<file path="src/rtl/fuel_dispense_ctrl.sv">
// Fuel dispense controller: latches grade price on nozzle lift, runs the pump,
// accumulates cost per flow pulse with a display-limit ceiling, then hands the
// final cost to the display FSM with a one-cycle start pulse.
// Optional feature macro: FUEL_PREPAY_LIMIT_EN (adds preset_limit input).
module fuel_dispense_ctrl #(
    parameter int unsigned PRICE0   = 3,
    parameter int unsigned PRICE1   = 4,
    parameter int unsigned PRICE2   = 5,
    parameter int unsigned MAX_COST = 99
) (
    input  logic       clk,
    input  logic       reset_n,
    input  logic [1:0] grade,
    input  logic       nozzle_lift,
    input  logic       flow_pulse,
    input  logic       disp_done,
`ifdef FUEL_PREPAY_LIMIT_EN
    input  logic [7:0] preset_limit,
`endif
    output logic       pump_on,
    output logic       busy,
    output logic       start,
    output logic [7:0] final_cost,
    output logic [7:0] volume
);

    localparam logic [7:0] Price0    = 8'(PRICE0);
    localparam logic [7:0] Price1    = 8'(PRICE1);
    localparam logic [7:0] Price2    = 8'(PRICE2);
    localparam logic [8:0] MaxCost9  = 9'(MAX_COST);

    typedef enum logic [1:0] {
        StIdle     = 2'd0,
        StFueling  = 2'd1,
        StReport   = 2'd2,
        StWaitDone = 2'd3
    } state_e;

    state_e     state_q, state_d;
    logic       nozzle_q, flow_q;
    logic [7:0] price_q, price_d;
    logic [7:0] acc_q, acc_d;
    logic [7:0] final_cost_q, final_cost_d;
    logic [7:0] volume_q, volume_d;
    logic       pump_on_q, pump_on_d;
    logic       busy_q, busy_d;
    logic       start_q, start_d;

    logic       lift_rise, lift_fall, flow_rise;
    logic [7:0] price_sel;
    logic [8:0] sum9;
    logic [8:0] limit_eff;
    logic       limit_hit;

    assign lift_rise = nozzle_lift & ~nozzle_q;
    assign lift_fall = ~nozzle_lift & nozzle_q;
    assign flow_rise = flow_pulse & ~flow_q;

`ifdef FUEL_PREPAY_LIMIT_EN
    logic [7:0] preset_q, preset_d;

    // A zero or out-of-range preset falls back to the display ceiling.
    always_comb begin
        limit_eff = MaxCost9;
        if ((preset_q != 8'd0) && ({1'b0, preset_q} < MaxCost9)) begin
            limit_eff = {1'b0, preset_q};
        end
    end
`else
    assign limit_eff = MaxCost9;
`endif

    // Checked against the current accumulator so the sale stops before overflow.
    assign sum9      = {1'b0, acc_q} + {1'b0, price_q};
    assign limit_hit = (sum9 > limit_eff);

    // Grade-to-price lookup; grade 3 is rejected before this is used.
    always_comb begin
        unique case (grade)
            2'd0:    price_sel = Price0;
            2'd1:    price_sel = Price1;
            default: price_sel = Price2;
        endcase
    end

    // Sale FSM next-state, datapath updates and registered-output next values.
    always_comb begin
        state_d      = state_q;
        price_d      = price_q;
        acc_d        = acc_q;
        final_cost_d = final_cost_q;
        volume_d     = volume_q;
`ifdef FUEL_PREPAY_LIMIT_EN
        preset_d     = preset_q;
`endif
        unique case (state_q)
            StIdle: begin
                if (lift_rise && (grade != 2'd3)) begin
                    state_d      = StFueling;
                    price_d      = price_sel;
                    acc_d        = 8'd0;
                    final_cost_d = 8'd0;
                    volume_d     = 8'd0;
`ifdef FUEL_PREPAY_LIMIT_EN
                    preset_d     = preset_limit;
`endif
                end
            end
            StFueling: begin
                if (flow_rise && !limit_hit) begin
                    acc_d = sum9[7:0];
                    if (volume_q != 8'hFF) begin
                        volume_d = volume_q + 8'd1;
                    end
                end
                // A pulse in the same cycle as the nozzle drop is still billed.
                if (lift_fall || limit_hit) begin
                    state_d      = StReport;
                    final_cost_d = acc_d;
                end
            end
            StReport: begin
                state_d = StWaitDone;
            end
            StWaitDone: begin
                if (disp_done) begin
                    state_d = StIdle;
                end
            end
            default: begin
                state_d = StIdle;
            end
        endcase

        pump_on_d = (state_d == StFueling);
        busy_d    = (state_d != StIdle);
        start_d   = (state_d == StReport);
    end

    // State, edge-detect copies, datapath and output registers.
    always_ff @(posedge clk or negedge reset_n) begin
        if (!reset_n) begin
            state_q      <= StIdle;
            nozzle_q     <= 1'b0;
            flow_q       <= 1'b0;
            price_q      <= 8'd0;
            acc_q        <= 8'd0;
            final_cost_q <= 8'd0;
            volume_q     <= 8'd0;
            pump_on_q    <= 1'b0;
            busy_q       <= 1'b0;
            start_q      <= 1'b0;
`ifdef FUEL_PREPAY_LIMIT_EN
            preset_q     <= 8'd0;
`endif
        end else begin
            state_q      <= state_d;
            nozzle_q     <= nozzle_lift;
            flow_q       <= flow_pulse;
            price_q      <= price_d;
            acc_q        <= acc_d;
            final_cost_q <= final_cost_d;
            volume_q     <= volume_d;
            pump_on_q    <= pump_on_d;
            busy_q       <= busy_d;
            start_q      <= start_d;
`ifdef FUEL_PREPAY_LIMIT_EN
            preset_q     <= preset_d;
`endif
        end
    end

    assign pump_on    = pump_on_q;
    assign busy       = busy_q;
    assign start      = start_q;
    assign final_cost = final_cost_q;
    assign volume     = volume_q;

endmodule

</file>
<file path="config.mk">
export PLATFORM = sky130hd
export DESIGN_NAME = fuel_dispense_ctrl
export DESIGN_NICKNAME = d
export VERILOG_FILES = /design/src/rtl/fuel_dispense_ctrl.sv
export SDC_FILE = /design/constraint.sdc
export NUM_CORES = 1
export LEC_CHECK = 0
export CORE_ASPECT_RATIO = 1.75
export CORE_MARGIN = 2
export CORE_UTILIZATION = 58
export DETAILED_ROUTE_END_ITERATION = 7
export GPL_ROUTABILITY_DRIVEN = 0
export PLACE_DENSITY = 0.84
export SKIP_CTS_REPAIR_TIMING = 1
export SYNTH_ARGS = -nofsm -noshare
export SYNTH_HDL_FRONTEND = slang
export SYNTH_SLANG_ARGS = --single-unit
</file>
<file path="constraint.sdc">
create_clock -name clk -period 6.07 [get_ports clk]
set_clock_uncertainty 0.15 [all_clocks]
set_input_delay 1.821 -clock clk [delete_from_list [all_inputs] [get_ports clk]]
set_output_delay 1.821 -clock clk [all_outputs]
set_load 0.005 [all_outputs]
</file>
; ---- Word-level counts from Yosys, hierarchy flattened
; Index checks and enable logic that the tools add are counted.
[classes]
n_reduce_logical = 12
n_bitwise = 6
addsub = 2
mux = 13
n_eq_ne = 12
magnitude_cmp = 1
[op_table]
columns = cell, n
row1 = one-hot mux 8 bit (2 select lines), 3
row2 = 2-to-1 mux 8 bit, 5
row3 = inequality test 2 bit (second input constant), 5
row4 = adder 8 x 8 -> 9 bit, 1
row5 = greater-than comparator 9 x 7 -> 1 bit (second input constant), 1
row6 = adder 8 x 1 -> 8 bit (second input constant), 1
row7 = inequality test 8 bit (second input constant), 1
row8 = one-hot mux 2 bit (4 select lines), 1
row9 = == test 2 x 1 -> 1 bit (second input constant), 3
row10 = == test 2 bit (second input constant), 3
row11 = 2-to-1 mux 2 bit, 3
row12 = one-hot mux 3 bit (2 select lines), 1
row13 = logical NOT 2 bit, 2
row14 = AND reduction 2 bit, 2
row15 = AND reduction 4 bit, 1
row16 = nonzero test 2 bit, 2
row17 = AND 1 bit, 3
row18 = NOT 1 bit, 3
row19 = AND reduction 3 bit, 1
row20 = logical AND 1 bit, 2
row21 = logical NOT 1 bit, 1
row22 = logical OR 1 bit, 1
[totals]
wordCells = 56
input_bits = 7
out_inout_bits = 19
regBits = 39

; ---- Depth between registers and ports, before layout
; Gate-level depths: netlist of run 1.
[logic_depth]
ltp_word = 7
mapped_depth = 11
ltp_nobuf = 9

; ---- Worst setup path before layout of run 1
; OpenSTA, ideal clock, no wires.
[synth_timing]
path_type = input to register
start = input port flow_pulse
end = register volume_q[7] (netlist: volume[7])
setup_ps = 77
arrival_ps = 2904
required_time_ps = 5843
n_path_buf = 0
slack_ps = 2938
stages = 5
path_cell_list = nand2b_1 nor4_4 nand2_1 or4_1 a21oi_1
[synth_via]
elab_chain_cells = 4
[synth_lines]
columns = element, line_no
row1 = from (decl), 15  ; input logic flow_pulse,
row2 = AND 1 bit, 57  ; assign flow_rise = flow_pulse & ~flow_q;
row3 = logical AND 1 bit, 110  ; if (flow_rise && !limit_hit) begin
row4 = inequality test 2 bit (no source line), -
row5 = AND reduction 4 bit (no source line), -
row6 = to (signal assigned), 163  ; volume_q <= volume_d;
row7 = to (decl), 44  ; logic [7:0] volume_q, volume_d;
; Every way passes these cells.
; A chain may end at the register's enable or synchronous reset.

; ---- Worst setup path after layout of run 1
[layout_timing]
start = register acc_q[0]
end = register volume_q[7] (netlist: volume[7])
[layout_via]
elab_chain_cells = 6
[layout_lines]
columns = element, line_no
row1 = from (decl), 42  ; logic [7:0] acc_q, acc_d;
row2 = from (signal assigned), 147  ; acc_q <= 8'd0;
row3 = from (signal assigned), 161  ; acc_q <= acc_d;
row4 = adder 8 x 8 -> 9 bit, 74  ; assign sum9 = {1'b0, acc_q} + {1'b0, price_q};
row5 = greater-than comparator 9 x 7 -> 1 bit, 75  ; assign limit_hit = (sum9 > limit_eff);
row6 = logical NOT 1 bit, 110
row7 = logical AND 1 bit, 110
row8 = inequality test 2 bit (no source line), -
row9 = AND reduction 4 bit (no source line), -
; Every way passes these cells.

==> results of run 1 <==
flip-flops by register name (all words and copies together), names as in the netlist:
name        cells
price_q         3
pump_on         1
busy            1
flow_q          1
nozzle_q        1
final_cost      8
acc_q           8
start           1
volume          8
state_q         2
cells in the final DEF, fill, tap and decap left out, types with 2 or more instances in the layout:
cell,n
a21o_1,6
a21oi_1,9
a22o_1,3
a31oi_1,3
and2_1,5
and3_1,7
clkbuf_8,6
clkdlybuf4s50_1,25
dfrtp_1,34
ha_1,4
inv_1,4
mux2i_1,4
nand2_1,19
nand2b_1,3
nand3_1,12
nand3b_1,2
nor2_1,12
nor3_1,2
nor3b_1,2
nor4_1,2
o211ai_1,2
o21ai_0,17
o21bai_1,3
o31ai_1,3
xor2_1,4
area by class of cell:
cell class	count	area, µm²	share of cell area
inverter	4	15.0	0.00699
tap	28	35.0	0.0163
timing repair buffer	26	258	0.120
multi-input combinational	140	893	0.416
sequential	34	851	0.396
clock buffer	6	82.6	0.0385
clock inverter	2	12.5	0.00583
power by group through the flow:
stage	combinational [µW]	sequential [µW]	clock [µW]
floorplan	192	320	0
global placement	289	324	0
detailed placement	303	330	0
CTS	306	326	179
global route	340	332	190
finish	306	326	176
worst max path at each step:
stage,start,to,slack [ns],cells past startpoint
2_1_floorplan,flow_pulse,volume[7],2.94,5
3_3_place_gp,flow_pulse,volume[7],2.17,6
3_5_place_dp,flow_pulse,volume[7],2.07,6
4_1_cts,flow_pulse,volume[7],2.37,6
5_1_grt,acc_q[0],volume[7],2.08,9
6_report,acc_q[0],volume[7],2.37,9
metal layers:
metal  routed length, µm  track usage
met1                1470        0.298
met2                2320        0.457
met3                 177       0.0581
met5                   0            0
met4                 214        0.177
worst max-delay path, cell delays in order (launching register included):
cell	delay, ns
dfrtp_1	0.40
ha_1	0.24
fa_1	0.44
a21o_1	0.22
nand4b_1	0.11
mux2i_1	0.07
o22ai_1	0.77
nand2_1	0.45
or4_1	0.60
a21oi_1	0.15
per-stage QoR:
step / instance area [µm²] / setup slack [ns]
floorplan: 1790 / 2.94
global placement: 2050 / 2.17
detailed placement: 2050 / 2.07
CTS: 2150 / 2.37
global route: 2150 / 2.08
finish: 2150 / 2.37
kinds of logic after synthesis:
family,Yosys count,share of synthesized area
xor+xnor,5,0.0245
fa+ha+maj,5,0.0392
simple gates,71,0.208
compound gates,54,0.197
buf+inv,11,0.0252
flops,34,0.476
mux,5,0.0308
==> metrics.csv, run 1 <==
stage;metric;value;unit
synth;Synth top cells by count;dfrtp_1, nand2_1, o21ai_0, nand3_1, nor2_1;
timing;Setup-failing EPs final;0;
cts;Num CTS Buffers;5;
layout;Layout fillers;223;
grt;largest net degree at the start of global routing;35;
power;Net Switching;304;µW
cts;CTS tree;yes;
synth;share of the synthesized area in the top cell type;0.476;
cts;Clock transition at path regs;0.07;ns
layout;fraction of layout cells with a size suffix above 1;0.0613;
synth;register bit total from synthesis;34;
power;PD cells;376;mW/mm²
timing;worst hold slack;0.358;ns
power;Clock power frac;0.218;
layout;Nets;223;
synth;main flop type after synthesis;dfrtp_1;
layout;antenna diode count;0;
worst_setup_path;R2R Path End;volume[7];
job;max_cap viols;0;
timing;Tmin final;3.70;ns
synth;fraction of registers with async set or reset after synthesis;1.00;
layout;area delta synth->final;20.0;%
timing;final worst-path cycle share;0.609;
route;Pre-Repair DR Iteration Count;7;
power;VDD IR max;232;µV
die;Vert. Die Dim;77.5;µm
die;Die Area;0.00356;mm²
worst_hold_path;hold depth;2;
worst_setup_path;reg-to-reg setup timing slack;2.37;ns
synth;synth unique cells;41;
place;IO buf count;25;
outcome;status;finished, final reports clean;
synth;Area contributors post-synth;dfrtp_1, o21ai_0, nand2_1, nand3_1, ha_1;
synth;Seq/Total Area, Yosys;0.476;
die;chip width;46.0;µm
worst_hold_path;min-delay worst type;reg -> reg;
route;Via Count;1556;
worst_setup_path;Worst EP required;6.14;ns
die;I/O pins;26;
die;Core Rows;26;
synth;synthesized instance count;185;
place;Placed Cells incl. Taps;232;
timing;RSZ-0062 raised after global routing;false;
place;post-detailed-placement half-perimeter wirelength;3160;µm
synth;Ys Warns;0;
power;Leak;0.000973;µW
power;Reg power frac;0.404;
synth;Post-Synthesis Cell Area;0.00179;mm²
grt;antenna violations before repair;0;
worst_setup_path;WS Path Type;reg -> reg;
cts;H-tree Lvls;2;
die;initial core utilization;0.611;
synth;most frequent cell after synthesis;dfrtp_1;
grt;first-pass GRT wire length;7100;µm
route;initial drt markers;40;
synth;Synth Net Count;197;
worst_hold_path;hold path startpoint;final_cost[4];
layout;Non-Filler Instances;240;
power;Pint;503;µW
timing;final hold vios;0;
timing;fmax;0.270;GHz
power;total power;808;µW
layout;Layout Utilization;0.733;
worst_setup_path;worst r2r path cells;9;
cts;Skew-Pair Late Insertion Delay;0.29;ns
grt;Tot GR Track Use;0.276;
worst_setup_path;Worst EP arrival;3.77;ns
power;Net Sw Frac;0.377;
route;remaining antenna violation count after routing;0;
synth;largest area contributor in the netlist;dfrtp_1;
timing;Slew Limit Headroom;0.343;
worst_setup_path;CP endpoint kind;flip-flop;
route;drt wl/cell;17.5;µm
timing;Final TNS setup;0;ns
worst_setup_path;Critical R2R Launch;acc_q[0];
route;Via-to-Cell Ratio;6.48;
timing;worst-margin pin slew;0.986;ns
grt;vias in the first global route;1577;
cts;clk sinks;34;
timing;Slew Limit Fails;0;
route;Remaining DRCs;0;
cts;Clock Path Buffers;2;
synth;Mean Syn Cell Area;9.67;µm²
grt;grt total ovfl;0;
power;Logic pwr share;0.378;
die;CORE AREA;0.00293;mm²
synth;number of synthesized flops with an enable pin;0;
route;overall routed net length;4190;µm
worst_hold_path;Hold Path Sink;final_cost[4];
cts;Root Driver;clkbuf_8;
worst_setup_path;CP startpoint kind;flip-flop;
worst_setup_path;worst-path fanout max;14;
No activity file was read; power rests on OpenSTA's default activity.
==> inputs of run 2 (changes only) <==
--- a/config.mk
+++ b/config.mk
@@ -7,10 +7,10 @@
 export LEC_CHECK = 0
 export CORE_ASPECT_RATIO = 1.75
 export CORE_MARGIN = 2
-export CORE_UTILIZATION = 58
+export CORE_UTILIZATION = 48
 export DETAILED_ROUTE_END_ITERATION = 7
 export GPL_ROUTABILITY_DRIVEN = 0
-export PLACE_DENSITY = 0.84
+export PLACE_DENSITY = 0.75
 export SKIP_CTS_REPAIR_TIMING = 1
 export SYNTH_ARGS = -nofsm -noshare
 export SYNTH_HDL_FRONTEND = slang
==> constraint.sdc (replaced) <==
create_clock -name clk -period 3.3 [get_ports clk]
set_clock_uncertainty 0.15 [all_clocks]
set_input_delay 0.99 -clock clk [delete_from_list [all_inputs] [get_ports clk]]
set_output_delay 0.99 -clock clk [all_outputs]
set_load 0.005 [all_outputs]
==> run 2 against run 1 <==
  * Utilization shrank 12 points
  * Register-to-register slack got worse by 2.1 ns
  * Power up 84%
  * Global-route usage decreased by 5.3 points
  * Clock-buffer cell count is the same
  * Worst setup slack got worse by 2.1 ns
  * Combinational power up 87%
  * Flip-flop and latch count unchanged
==> metrics.csv, run 2 (synthesis gave the netlist of run 1 again) <==
stage;metric;value;unit;change
worst_setup_path;Worst EP required;3.36;ns;was 6.14 ns
worst_setup_path;Worst EP arrival;3.06;ns;was 3.77 ns
worst_setup_path;CP startpoint kind;flip-flop;;unchanged
route;Pre-Repair DR Iteration Count;4;;was 7
cts;Skew-Pair Late Insertion Delay;0.28;ns;was 0.29 ns
cts;Clock transition at path regs;0.07;ns;about the same
place;IO buf count;25;;unchanged
worst_hold_path;hold path startpoint;final_cost[3];;was final_cost[4]
place;Area after DPL;0.00211;mm²;was 0.00205 mm²
die;Core Rows;29;;was 26
route;Remaining DRCs;0;;unchanged
cts;Clock Path Buffers;2;;unchanged
layout;Layout fillers;299;;was 223
power;VDD IR max;424;µV;was 232 µV
worst_hold_path;min-delay worst type;reg -> reg;;unchanged
route;overall routed net length;4240;µm;was 4190 µm
cts;H-tree Lvls;2;;unchanged
timing;Slew Limit Fails;0;;unchanged
cts;Root Driver;clkbuf_8;;unchanged
power;total power;1490;µW;was 808 µW
outcome;status;finished, final reports clean;;unchanged
layout;Nets;228;;was 223
worst_setup_path;reg-to-reg setup timing slack;0.30;ns;was 2.37 ns
worst_setup_path;worst-path fanout max;4;;was 14
route;remaining antenna violation count after routing;0;;unchanged
cts;clk sinks;34;;unchanged
cts;CTS tree;yes;;unchanged
die;I/O pins;26;;unchanged
worst_setup_path;CP endpoint kind;flip-flop;;unchanged
job;max_cap viols;0;;unchanged
grt;vias in the first global route;1609;;was 1,577
worst_setup_path;Critical R2R Launch;acc_q[0];;unchanged
timing;Slew Limit Headroom;0.664;;was 0.343
layout;commonest non-fill, non-tap cell in the layout;dfrtp_1;;unchanged
grt;antenna violations before repair;0;;unchanged
layout;antenna diode count;0;;unchanged
grt;Tot GR Track Use;0.223;;was 0.276
worst_setup_path;R2R Path End;volume[7];;unchanged
route;drt wl/cell;16.1;µm;was 17.5 µm
cts;Num CTS Buffers;5;;unchanged
layout;area delta synth->final;23.4;%;was 20.0%
place;Placed Cells incl. Taps;255;;was 232
route;Via Count;1550;;was 1,556
grt;first-pass GRT wire length;7260;µm;was 7100 µm
die;Die Area;0.00425;mm²;was 0.00356 mm²
timing;Tmin final;3.00;ns;was 3.70 ns
place;dpl ws;0.309;ns;was 2.07 ns
worst_hold_path;hold depth;2;;unchanged
timing;Setup-failing EPs final;0;;unchanged
layout;Multi-input gate area;893;µm²;unchanged
die;CORE AREA;0.00359;mm²;was 0.00293 mm²
die;initial core utilization;0.498;;was 0.611
layout;fraction of layout cells with a size suffix above 1;0.0829;;was 0.0613
timing;worst-margin pin slew;0.505;ns;was 0.986 ns
die;Vert. Die Dim;84.8;µm;was 77.5 µm
layout;Register Area;851;µm²;unchanged
worst_setup_path;worst r2r path cells;9;;unchanged
layout;most frequent cells in the layout;dfrtp_1, clkdlybuf4s50_1, nand2_1;;unchanged
layout;Non-Filler Instances;263;;was 240
route;initial drt markers;58;;was 40
place;post-detailed-placement half-perimeter wirelength;3230;µm;was 3160 µm
die;chip width;50.2;µm;was 46.0 µm
worst_hold_path;Hold Path Sink;final_cost[3];;was final_cost[4]
power;PD cells;673;mW/mm²;was 376 mW/mm²
grt;grt total ovfl;0;;unchanged
timing;Final WS setup;0.300;ns;was 2.37 ns
timing;final hold vios;0;;unchanged
worst_setup_path;WS Path Type;reg -> reg;;unchanged
route;Via-to-Cell Ratio;5.89;;was 6.48
timing;RSZ-0062 raised after global routing;false;;unchanged
grt;largest net degree at the start of global routing;35;;unchanged
timing;final worst-path cycle share;0.909;;was 0.609
power;Leak;0.000996;µW;was 0.000973 µW
timing;Final TNS setup;0;ns;unchanged
timing;fmax;0.333;GHz;was 0.270 GHz
layout;design area;0.00221;mm²;was 0.00215 mm²
[run 2: changes by cell type in the layout (fill, tap and decap cells not counted), sizes merged]
cell / previous run / this run
buf: 1 / 6
[run 2: cell type report]
class,instances,area share
inverters,4,0.00680
well taps,46,0.0261
clock inverters,2,0.00567
clock buffers,6,0.0374
flip-flops and latches,34,0.385
repair buffers,31,0.134
multi-input cells,140,0.405
[run 2: worst max-delay path by stage]
| stage | cells past startpoint | endpoint | startpoint |
|---|---|---|---|
| after global routing | 9 | volume[7] | acc_q[0] |
| after CTS | 9 | volume[7] | acc_q[0] |
| after floorplan | 9 | volume[7] | acc_q[0] |
| after global placement | 9 | volume[7] | acc_q[0] |
| after detailed placement | 9 | volume[7] | acc_q[0] |
| final | 9 | volume[7] | acc_q[0] |
[run 2: per-layer routing]
layer / up-vias / routed length [µm] / global-route usage
met5: - / 0 / 0
met3: 16 / 170 / 0.0356
met1: 739 / 1580 / 0.237
met4: 0 / 177 / 0.134
met2: 61 / 2310 / 0.398
li1: 734 / - / -
[run 2: critical path, stage by stage (launching register included)]
cell	delay, ns
dfrtp_1	0.40
ha_1	0.25
fa_1	0.44
a21oi_1	0.17
nand2_1	0.07
mux2_4	0.30
nor4_4	0.36
nand2_1	0.11
or4_1	0.51
a21oi_1	0.16
[run 2: metrics by stage]
step	hold WS [ns]	utilization
6_report	0.358	0.614
5_1_grt	0.381	0.614
4_1_cts	0.362	0.614
3_5_place_dp	0.346	0.588
3_3_place_gp	0.341	0.588
2_1_floorplan	0.323	-
[run 2: power by group]
| group | switching [µW] | total (µW) | internal, µW |
|---|---|---|---|
| Sequential | 85.6 | 595 | 509 |
| Clock | 152 | 320 | 168 |
| Combinational | 314 | 571 | 258 |
| Total | 552 | 1490 | 934 |
==> inputs of run 3 (changes only) <==
--- a/config.mk
+++ b/config.mk
@@ -9,7 +9,6 @@
 export CORE_MARGIN = 2
 export CORE_UTILIZATION = 48
 export DETAILED_ROUTE_END_ITERATION = 7
-export GPL_ROUTABILITY_DRIVEN = 0
 export PLACE_DENSITY = 0.75
 export SKIP_CTS_REPAIR_TIMING = 1
 export SYNTH_ARGS = -nofsm -noshare
==> results of run 3 <==
No change in the layout: final DEF, timing and power equal those of run 2.
